`src/rtl/fetch_issue_queue_pkg.sv`:
```
// Shared types and default sizing for the fetch-to-decode instruction queue.
// Latency: n/a (type and constant definitions only).
// Backpressure: n/a.
package fetch_issue_queue_pkg;

    // Default geometry: eight entries, dual-lane push and pop.
    localparam int FIQ_DEPTH = 8;
    localparam int FIQ_ISSUE = 2;

    // Basic queue entry. pc sits in the upper half so the payload reads {pc, instr}.
    typedef struct packed {
        logic [31:0] pc;
        logic [31:0] instr;
    } fiq_entry_t;

    localparam int FIQ_ENTRY_W = $bits(fiq_entry_t);

    // TLB fault class raised during instruction fetch.
    typedef enum logic [1:0] {
        TLB_NONE    = 2'd0,
        TLB_REFILL  = 2'd1,
        TLB_INVALID = 2'd2,
        TLB_MOD     = 2'd3
    } tlb_exc_t;

    // Entry carrying fetch exception flags; instantiate the queue with
    // ENTRY_W = FIQ_EXC_ENTRY_W to use it.
    typedef struct packed {
        fiq_entry_t base;
        logic       addr_err_if;
        tlb_exc_t   tlb_exc;
    } fiq_exc_entry_t;

    localparam int FIQ_EXC_ENTRY_W = $bits(fiq_exc_entry_t);

endpackage

```
`src/rtl/fetch_issue_queue.sv`:
```
// Circular instruction queue between fetch and decode, up to ISSUE lanes push/pop per cycle.
// Latency: a pushed entry appears on out_data the cycle after the push (no bypass).
// Backpressure: push_ready depends only on registered occupancy; pushes are dropped when it is low.
module fetch_issue_queue
    import fetch_issue_queue_pkg::*;
#(
    parameter int ENTRY_W = FIQ_ENTRY_W,
    parameter int DEPTH   = FIQ_DEPTH,
    parameter int ISSUE   = FIQ_ISSUE
) (
    input  logic                         clk,
    input  logic                         rst,
    input  logic [$clog2(ISSUE+1)-1:0]   push_cnt,
    input  logic [ISSUE*ENTRY_W-1:0]     push_data,
    output logic                         push_ready,
    output logic [ISSUE-1:0]             out_valid,
    output logic [ISSUE*ENTRY_W-1:0]     out_data,
    input  logic [$clog2(ISSUE+1)-1:0]   pop_cnt,
    input  logic                         flush,
    input  logic                         flush_keep_head,
    output logic [$clog2(DEPTH+1)-1:0]   count,
    output logic                         empty,
    output logic                         full
);

    localparam int PW = $clog2(DEPTH);
    localparam int CW = $clog2(DEPTH+1);
    localparam int NW = $clog2(ISSUE+1);
    localparam logic [CW-1:0] DEPTH_C = CW'(DEPTH);
    localparam logic [CW-1:0] ISSUE_C = CW'(ISSUE);

    // Pointer plus small offset, wrapping modulo DEPTH by truncation.
    function automatic logic [PW-1:0] ptr_add(input logic [PW-1:0] p, input logic [CW-1:0] off);
        return p + PW'(off);
    endfunction

    // Thermometer code: lane i is valid while occupancy exceeds i.
    function automatic logic [ISSUE-1:0] lane_valid(input logic [CW-1:0] cnt);
        logic [ISSUE-1:0] v;
        v = '0;
        for (int i = 0; i < ISSUE; i++) begin
            v[i] = (cnt > CW'(i));
        end
        return v;
    endfunction

    logic [ENTRY_W-1:0] mem_q [DEPTH];
    logic [PW-1:0]      head_q, head_d;
    logic [PW-1:0]      tail_q, tail_d;
    logic [CW-1:0]      count_q, count_d;
    logic [CW-1:0]      push_n, pop_n;
    logic [ISSUE-1:0]   wr_lane;

    assign push_ready = ((DEPTH_C - count_q) >= ISSUE_C);
    assign count      = count_q;
    assign empty      = (count_q == '0);
    assign full       = (count_q == DEPTH_C);
    assign out_valid  = lane_valid(count_q);

    // Present the oldest ISSUE entries, head first, straight from storage.
    always_comb begin
        out_data = '0;
        for (int i = 0; i < ISSUE; i++) begin
            out_data[i*ENTRY_W +: ENTRY_W] = mem_q[ptr_add(head_q, CW'(i))];
        end
    end

    // Next-state pointers and occupancy; flush variants win over push/pop.
    always_comb begin
        head_d  = head_q;
        tail_d  = tail_q;
        count_d = count_q;
        wr_lane = '0;
        push_n  = push_ready ? CW'(push_cnt) : '0;
        // Over-popping is illegal; clamping keeps the pointers coherent anyway.
        pop_n   = (CW'(pop_cnt) > count_q) ? count_q : CW'(pop_cnt);
        if (flush || (flush_keep_head && count_q == '0)) begin
            head_d  = '0;
            tail_d  = '0;
            count_d = '0;
        end else if (flush_keep_head) begin
            // Keep only the delay-slot entry sitting at head.
            tail_d  = ptr_add(head_q, CW'(1));
            count_d = CW'(1);
        end else begin
            head_d  = ptr_add(head_q, pop_n);
            tail_d  = ptr_add(tail_q, push_n);
            count_d = count_q + push_n - pop_n;
            for (int i = 0; i < ISSUE; i++) begin
                wr_lane[i] = (CW'(i) < push_n);
            end
        end
    end

    // Pointer and occupancy registers with synchronous reset.
    always_ff @(posedge clk) begin
        if (rst) begin
            head_q  <= '0;
            tail_q  <= '0;
            count_q <= '0;
        end else begin
            head_q  <= head_d;
            tail_q  <= tail_d;
            count_q <= count_d;
        end
    end

    // Entry storage; contents need no reset since occupancy gates visibility.
    always_ff @(posedge clk) begin
        for (int i = 0; i < ISSUE; i++) begin
            if (!rst && wr_lane[i]) begin
                mem_q[ptr_add(tail_q, CW'(i))] <= push_data[i*ENTRY_W +: ENTRY_W];
            end
        end
    end

    // Decode never consumes more than is present; fetch never offers more than ISSUE lanes.
    always_ff @(posedge clk) begin
        if (!rst && !flush && !flush_keep_head) begin
            assert (CW'(pop_cnt) <= count_q);
        end
        if (!rst) begin
            assert (push_cnt <= NW'(ISSUE));
        end
    end

endmodule

```
`config.mk`:
```
export PLATFORM = sky130hd
export DESIGN_NAME = fetch_issue_queue
export DESIGN_NICKNAME = d
export VERILOG_FILES = /design/src/rtl/fetch_issue_queue_pkg.sv /design/src/rtl/fetch_issue_queue.sv
export SDC_FILE = /design/constraint.sdc
export NUM_CORES = 1
export LEC_CHECK = 0
export ABC_AREA = 1
export BUFFER_PORTS_ARGS = -buffer_cell sky130_fd_sc_hd__buf_2
export CAP_MARGIN = 10
export CORE_UTILIZATION = 48
export CTS_BUF_LIST = sky130_fd_sc_hd__clkbuf_8
export DETAILED_ROUTE_END_ITERATION = 10
export PLACE_DENSITY = 0.66
export SYNTH_ARGS = -nofsm -noshare
export SYNTH_HDL_FRONTEND = slang
export SYNTH_SLANG_ARGS = --single-unit
```
`constraint.sdc`:
```
create_clock -name clk -period 3.9 [get_ports clk]
set_input_delay 0.195 -clock clk [delete_from_list [all_inputs] [get_ports clk]]
set_output_delay 0.195 -clock clk [all_outputs]
set_load 0.01 [all_outputs]
```
**After elaboration in Yosys (flattened, before gate mapping)**

Memories as Yosys holds them, arrays and structs flattened. A register that Yosys moved wholly into a read port is not among the register bits.
Cells that the tools add are included.

- Add/subtract/negate cells: 7
- $mul: 0
- Divide/modulo/power cells: 0
- Magnitude comparators: 6
- Eq/ne operators: 1
- Shifts and indexed selects: 0
- Multiplexer cells: 12
- Bitwise logic cells: 0
- Reductions and logical operators: 8

Operators with widths:

| operator | number |
|---|---|
| $mux W3 | 3 |
| $gt A4 B1 Y1 const B | 2 |
| $add A3 B1 Y3 const B | 2 |
| $mux W2 | 3 |
| $mux W1 | 5 |
| $add A4 B2 Y4 | 1 |
| $eq A4 B4 Y1 const B | 1 |
| $ge A4 B2 Y1 const B | 1 |
| $gt A2 B4 Y1 | 1 |
| $logic_not A4 Y1 | 1 |
| $lt A1 B2 Y1 const A | 2 |
| $mux W4 | 1 |
| $sub A4 B4 Y4 | 1 |
| $sub A4 B4 Y4 const A | 1 |
| $add A3 B2 Y3 | 1 |
| $add A3 B3 Y3 | 1 |
| $logic_and A1 B1 Y1 | 3 |
| $reduce_or A3 Y1 | 1 |
| $reduce_or A2 Y1 | 1 |
| $logic_not A1 Y1 | 1 |
| $logic_or A1 B1 Y1 | 1 |

- Register bits: 10
- Bits in latches: 0
- RAM bits: 512
- Memory bits (read-only): 0
- Word-level logic and storage cells: 39
- Memories: 1

Memories:

| name | depth | bits a word | rd ports | clocked after Yosys merged registers in | write ports | line | RTL |
|---|---|---|---|---|---|---|---|
| mem_q | 8 | 64 | 2 | 1 | 2 | fetch_issue_queue.sv:47 | `logic [ENTRY_W-1:0] mem_q [DEPTH];` |

**Longest topological paths before layout**

Gate-level depths: netlist of the first run.

- Word-level depth: 9
- Depth in mapped cells: 16
- Gate-level depth less buffers: 16

**Worst setup path before layout of the first run**

OpenSTA, ideal clock, no wires.

- Kind: reg2reg
- Start: register count_q[0] (netlist: count[0])
- End: memory mem_q[0][0] in the netlist's numbering (enable)
- Data arrival time: 2.947 ns
- Required time: 3.211 ns
- Slack: 0.264 ns
- Cell stages (with the launch flop): 12
- Path buffers: 1
- Clock period less this slack: 3.636 ns
- Cells stage by stage: dfxtp_1 -> inv_1 -> ha_1 -> nor2_1 -> nand2_1 -> nor2_1 -> nand3_2 -> nand2_1 -> nor2_2 -> nand3_1 -> clkbuf_1 -> nand2_1

RTL lines:

| what | line | RTL |
|---|---|---|
| start: declaration | fetch_issue_queue.sv:50 | `logic [CW-1:0] count_q, count_d;` |
| start signal: assignment | fetch_issue_queue.sv:104 | `count_q <= count_d;` |
| end: declaration | fetch_issue_queue.sv:47 |  |

==> results of run 1 <==
## placed cells by master (no fill, tap or decap), drive strengths merged, types with 6 or more instances in the layout
master          n
diode           6
a21oi         329
dlygate4sd3   138
o211ai         64
edfxtp        512
clkinv         32
nand2        1712
nor2          350
a31oi         128
ha             16
buf           346
nor3            8
dfxtp          13
clkbuf         98
inv           259
nand3          16
o21ai         519
## flip-flops by register name, indices dropped and copies added (netlist names), named ones only
register / flops
count: 4
head_q: 3
mem_q: 512
tail_q: 3
## timing repair
item / CTS / global route
endpoints found under the hold margin: 522 / 0
endpoints found under the setup margin: 0 / 384
buffers inserted: 0 / 3
gates resized for setup: 0 / 7
hold buffers: 138 / 0
## layout make-up
class	instances	area share
clock inverter	71	0.00999
multi-input combinational	3155	0.379
timing repair buffer	485	0.101
clock buffer	97	0.0359
sequential	525	0.421
inverter	226	0.0234
antenna	6	0.000404
tap	873	0.0294
## tightest hold or removal path, delay by kind of cell
kind,cells,cell delay (ns)
buffers and inverters,1,0.13
and+or+nand+nor,3,0.28
AOI/OAI and AO/OA,1,0.10
adders and majority gates,1,0.19
## cells by family (layout without fill, tap and decap cells)
kind of cell / after synthesis / after routing / share of synthesized area
xor gates and xnor gates: 4 / 4 / 0.00107
other: 0 / 6 / 0
AOI/OAI and AO/OA: 1042 / 1042 / 0.170
buffers and inverters: 658 / 879 / 0.0964
adders and majority gates: 19 / 19 / 0.00797
DFF: 525 / 525 / 0.479
and+or+nand+nor: 2088 / 2090 / 0.246
## power by group
| group | switching (µW) | internal (µW) | total (µW) |
|---|---|---|---|
| logic | 1170 | 650 | 1820 |
| clock network | 2460 | 2490 | 4950 |
| registers | 31.5 | 6250 | 6280 |
## stage by stage
| step | instance area (µm²) | total power (µW) |
|---|---|---|
| floorplan | 32700 | 7540 |
| global placement | 34000 | 8040 |
| detailed placement | 34000 | 8070 |
| CTS | 37100 | 13000 |
| global route | 37200 | 13500 |
| finish | 37200 | 13000 |
## metal layers
metal,vias up,global-route usage,share of wire
li1,14600,-,-
met4,2,0.134,0.033
met2,1741,0.554,0.48
met1,14700,0.407,0.38
met5,-,0,0.00012
met3,249,0.0466,0.099
## how the worst max path moves through the flow
stage,startpoint,to,slack [ns],depth (start not counted)
2_1_floorplan,count[0],mem_q[0][0],0.26,11
3_3_place_gp,count[0],mem_q[5][62],0.76,12
3_5_place_dp,count[0],mem_q[4][33],0.73,12
4_1_cts,count[0],mem_q[3][17],0.07,13
5_1_grt,count[2],mem_q[1][7],0.01,14
6_report,count[2],mem_q[6][48],0.20,13
==> results.toml, run 1 <==
[hold_path]
hold_depth = 6
worst_hold_startpoint = "push_cnt[1]"
type_of_the_most_critical_hold_path = "primary input to flip-flop"
whs_endpoint = "tail_q[1]"

[logic_synthesis]
yosys.cell_count.top_type = "sky130_fd_sc_hd__nand2_1"
post_synth_most_frequent_cells = "sky130_fd_sc_hd__nand2_1, sky130_fd_sc_hd__o21ai_0, sky130_fd_sc_hd__edfxtp_1"
synth_area_leader_cell = "sky130_fd_sc_hd__edfxtp_1"
synth_enable_flop_cells = 512
postSynthRegisterBits = 525
synth_top_flop_cell = "sky130_fd_sc_hd__edfxtp_1"
yosysWarnings = 0
syn_nets = 4491
postSynthAreaPerCell_um2 = 7.53
netlist_area_um2 = 32700
postSynth.asyncResetShare = 0
yosysSeqAreaShare = 0.479
dominant_cells_by_area_after_synthesis = "sky130_fd_sc_hd__edfxtp_1, sky130_fd_sc_hd__nand2_1, sky130_fd_sc_hd__o21ai_0"
ys_types = 34
synth_top_area_frac = 0.471
syn_inst = 4336

[routing]
vias = 31300
drt_first_iter_violations = 3270
route.detailed.drc = 0
drt-wirelength-per-cell_um = 21.1
final_antenna_net_count = 0
drt_pass1_iterations = 6
drt_wl_total_um = 114000
vias_per_cell = 5.75

[power_and_ir_drop]
powerDensity_nw_per_um2 = 351
power.static_leakage_uw = 0.0159
power.ir.vdd_worst_v = 0.000269

[sta]
timing.final.ws_setup_ns = 0.199
report.final.hold_viol_count = 0
period_share = 0.949
grt_setup_unrepaired = "no"
max_freq_mhz = 270
setup_violations = 0
final_setup_tns_ns = 0
holdWs_ns = 0.261
timing.clock.skew_ns = 0.0571
period_minus_slack_ns = 3.70
timing_worst_slew_pin_value_ns = 1.17
max_slew_margin = 0.218
final_number_of_max_transition_violations = 0

[clock_tree]
cts.clk_slew.worst_paths_ns = 0.06
cts_num_sinks = 525
cts_tree = "yes"
clk_latency_ns = 0.74
cts_max_level = 3
clockRootBuffer = "sky130_fd_sc_hd__clkbuf_8"
ctsLongestPathBuffers = 3
cts-buffers-inserted = 95

[placed_design]
finalWeightedCongestion = 0.838
dp_worst_setup_slack_ns = 0.729
port-buffer-count = 272
hpwl_um = 60400
post-place-cells = 5120

[die]
dieArea_um2 = 69100
num_ports = 273
chipHeight_um = 263
core_um2 = 67300
die_width_um = 263
std_cell_rows = 95
initial_core_util = 0.486

[critical_path]
critical_path.reg2reg.startpoint = "count[2]"
critPathRequiredTime_ns = 4.47
setup.worst_path.start_class = "flip-flop"
worst_r2r_path_depth = 13
critical_path.max_fanout = 19
reg2reg_slack_ns = 0.20
critical_path.reg2reg.endpoint = "mem_q[6][48]"
critical_path_cell_by_cell = "inv_2, ha_1, nand3_2, nand2_2, inv_2, nand2_4, dlygate4sd3_1, inv_2, nand4_4, nor2_8, buf_4, nand2_1, nand2_1"
endpoint_type_of_the_worst_setup_path = "flip-flop"
path_common_cell = "sky130_fd_sc_hd__inv_2"
timing.critical_path.slowest_cell_delay_ns = 0.72
worst_ep_arrival_time_ns = 4.27
path_class = "flip-flop to flip-flop"
worst_path_dominant_cell_family = "simple AND/OR/NAND/NOR gates"
critical_path.n_buffers_inverters = 5
critPathSlowestCell = "sky130_fd_sc_hd__nor2_8"

[run]
max-cap-violations = 0

[final_layout]
n_fill_cell = 6215
post_route_cells_drive_above_1_share = 0.111
fin_util = 0.553
synth_to_final_area_change_pct = 13.8
register_area_um2 = 15600
finish.cell_count_without_fillers = 5438
num-nets-final = 4643
multi_input_comb_area_um2 = 14100

[status]
status = "completed"

[global_routing]
total_grt_usage = 0.323
grt_antenna_before_repair = 6
grt_max_degree = 193
first_global_vias = 29900
grt_overflow = 0
grt_pass1_wl_um = 173000
(Power assumes the default switching activity.)
==> run 2, diff against run 1 <==
--- a/config.mk
+++ b/config.mk
@@ -8,6 +8,7 @@
 export ABC_AREA = 1
 export BUFFER_PORTS_ARGS = -buffer_cell sky130_fd_sc_hd__buf_2
 export CAP_MARGIN = 10
+export CORE_MARGIN = 5
 export CORE_UTILIZATION = 48
 export CTS_BUF_LIST = sky130_fd_sc_hd__clkbuf_8
 export DETAILED_ROUTE_END_ITERATION = 10
==> run 2 against run 1 <==
Net effect:
- setup slack improved by 0.088 ns
- critical endpoint is now mem_q[2][47]
- global-route usage decreased by 1.9 points
- combinational power increased by 3%
==> results.toml, run 2 (same netlist as run 1, synthesis figures left out) <==
[routing]
drt_wl_total_um = 116000
drt-wirelength-per-cell_um = 21.1
vias_per_cell = 5.70
drt_pass1_iterations = 6
final_antenna_net_count = 0
route.detailed.drc = 0
drt_first_iter_violations = 3387
vias = 31300

[clock_tree]
clockRootBuffer = "sky130_fd_sc_hd__clkbuf_8"
cts-buffers-inserted = 94
cts_max_level = 3
cts_num_sinks = 525
post_cts.repair.setup_buffers = 0
clk_latency_ns = 0.70
cts_tree = "yes"
ctsLongestPathBuffers = 3
cts.clk_slew.worst_paths_ns = 0.06

[final_layout]
mostFrequentLayoutCell = "sky130_fd_sc_hd__nand2_1"
largest_register_ff_count = 512
post_route_cells_drive_above_1_share = 0.109
final_design_area_no_fill_um2 = 37700
n_fill_cell = 6127
final_cell_mix = "sky130_fd_sc_hd__nand2_1, sky130_fd_sc_hd__o21ai_0, sky130_fd_sc_hd__edfxtp_1"
finish.cell_count_without_fillers = 5492
synth_to_final_area_change_pct = 15.4
registers.top_by_ff_count = "mem_q"
num-nets-final = 4704

[critical_path]
critical_path.max_fanout = 24
path_class = "flip-flop to flip-flop"
critical_path_cell_by_cell = "inv_1, ha_1, nand3_2, nand2_2, inv_2, nand2_4, inv_2, nand4_4, nor2_8, buf_4, nand2_1, nand2_1, dlygate4sd3_1"
worst_path_dominant_cell_family = "simple AND/OR/NAND/NOR gates"
critPathRequiredTime_ns = 4.47
timing.critical_path.slowest_cell_delay_ns = 0.70
endpoint_type_of_the_worst_setup_path = "flip-flop"
setup.worst_path.start_class = "flip-flop"
critical_path.n_buffers_inverters = 5
worst_ep_arrival_time_ns = 4.19
critPathSlowestCell = "sky130_fd_sc_hd__nor2_8"

[power_and_ir_drop]
total_power_uw = 12900
power.net_switching_uw = 3590
pwr-share-comb = 0.145
powerDensity_nw_per_um2 = 343
power.ir.vdd_worst_v = 0.000249
clkPwrFrac = 0.368
seq_power_share = 0.487
power.share.switching = 0.278
power.static_leakage_uw = 0.0161
cell_int_power_uw = 9330

[sta]
final_number_of_max_transition_violations = 0
timing_worst_slew_pin_value_ns = 1.16
setup_violations = 0
report.final.hold_viol_count = 0
max_slew_margin = 0.225
timing.clock.skew_ns = 0.0221
grt_setup_unrepaired = "no"
max_freq_mhz = 277
period_share = 0.926
period_minus_slack_ns = 3.61
final_setup_tns_ns = 0

[die]
chipHeight_um = 271
initial_core_util = 0.486
std_cell_rows = 95
core_um2 = 67300
die_width_um = 271
num_ports = 273
dieArea_um2 = 73400

[placed_design]
hpwl_um = 63500
post-place-cells = 5128
placement.cell_area_um2 = 34100
port-buffer-count = 272
finalWeightedCongestion = 0.828

[run]
max-cap-violations = 0

[status]
status = "completed"

[hold_path]
type_of_the_most_critical_hold_path = "primary input to flip-flop"

[global_routing]
grt_max_degree = 122
first_global_vias = 30100
grt_overflow = 0
grt_pass1_wl_um = 175000
grt_antenna_before_repair = 6
total_grt_usage = 0.304
run 2: cell types whose count changed in the layout (fill, tap and decap cells not counted), moves of 2 or more:
| cell | before | now |
|---|---|---|
| sky130_fd_sc_hd__dlygate4sd3_1 | 138 | 198 |
| sky130_fd_sc_hd__clkinv_1 | 26 | 18 |
| sky130_fd_sc_hd__buf_4 | 40 | 44 |
| sky130_fd_sc_hd__buf_12 | 32 | 35 |
| sky130_fd_sc_hd__bufinv_16 | 3 | 1 |
| sky130_fd_sc_hd__clkbuf_8 | 97 | 99 |
| sky130_fd_sc_hd__clkinv_2 | 6 | 4 |
| sky130_fd_sc_hd__diode_2 | 6 | 8 |
| sky130_fd_sc_hd__nand2_8 | 2 | 0 |
run 2: per-layer routing:
metal	wire length (µm)	vias up	share of wire	global-route usage
met5	0	-	0	0
met4	4600	0	0.040	0.128
met3	11200	335	0.097	0.0491
met2	56800	1782	0.49	0.532
met1	43500	14500	0.37	0.373
li1	-	14700	-	-
run 2: area by class of cell:
type | count | area (µm²) | share of cell area
Antenna cell | 8 | 20.0 | 0.000531
Multi-Input combinational cell | 3153 | 14100 | 0.373
Timing Repair Buffer | 549 | 4370 | 0.116
Sequential cell | 525 | 15600 | 0.415
Inverter | 226 | 868 | 0.0230
Tap cell | 873 | 1090 | 0.0290
Clock buffer | 99 | 1360 | 0.0361
Clock inverter | 59 | 268 | 0.00710
run 2: stage by stage:
stage | setup WS, ns | utilization | hold WS (ns)
after floorplan | 0.264 | - | 0.401
after CTS | 0.126 | 0.560 | 0.207
after detailed placement | 0.476 | 0.506 | 0.526
after global placement | 0.561 | 0.506 | 0.523
final | 0.287 | 0.560 | 0.249
after global routing | 0.0983 | 0.560 | 0.334
run 2: timing repair:
item,CTS,global route
gates resized for setup,0,1
hold endpoints to repair,522,0
setup endpoints to repair,0,12
hold buffers,198,0
run 2: worst register-to-register path, stage by stage (launching register included):
cell and delay, ns:
sky130_fd_sc_hd__dfxtp_1 0.45, sky130_fd_sc_hd__inv_1 0.12, sky130_fd_sc_hd__ha_1 0.30, sky130_fd_sc_hd__nand3_2 0.11, sky130_fd_sc_hd__nand2_2 0.05, sky130_fd_sc_hd__inv_2 0.06, sky130_fd_sc_hd__nand2_4 0.06, sky130_fd_sc_hd__inv_2 0.10
sky130_fd_sc_hd__nand4_4 0.47, sky130_fd_sc_hd__nor2_8 0.71, sky130_fd_sc_hd__buf_4 0.40, sky130_fd_sc_hd__nand2_1 0.10, sky130_fd_sc_hd__nand2_1 0.06, sky130_fd_sc_hd__dlygate4sd3_1 0.53
run 2: path summary, 6_finish.rpt:
path	startpoint	end	slack (ns)	cells past startpoint
worst min register to register	head_q[2]	flip-flop	0.59	4
worst min-delay path	pop_cnt[0]	head_q[0]	0.25	6
worst max register to register	count[0]	mem_q[2][47]	0.29	13
worst max-delay path	count[0]	mem_q[2][47]	0.29	13
run 2: power by group through the flow:
stage               Combinational (µW)  Clock (µW)  Sequential, µW
floorplan                         1150           0            6390
CTS                               1850        4800            6290
global placement                  1650           0            6400
global route                      2060        5070            6290
finish                            1870        4750            6290
detailed placement                1680           0            6400
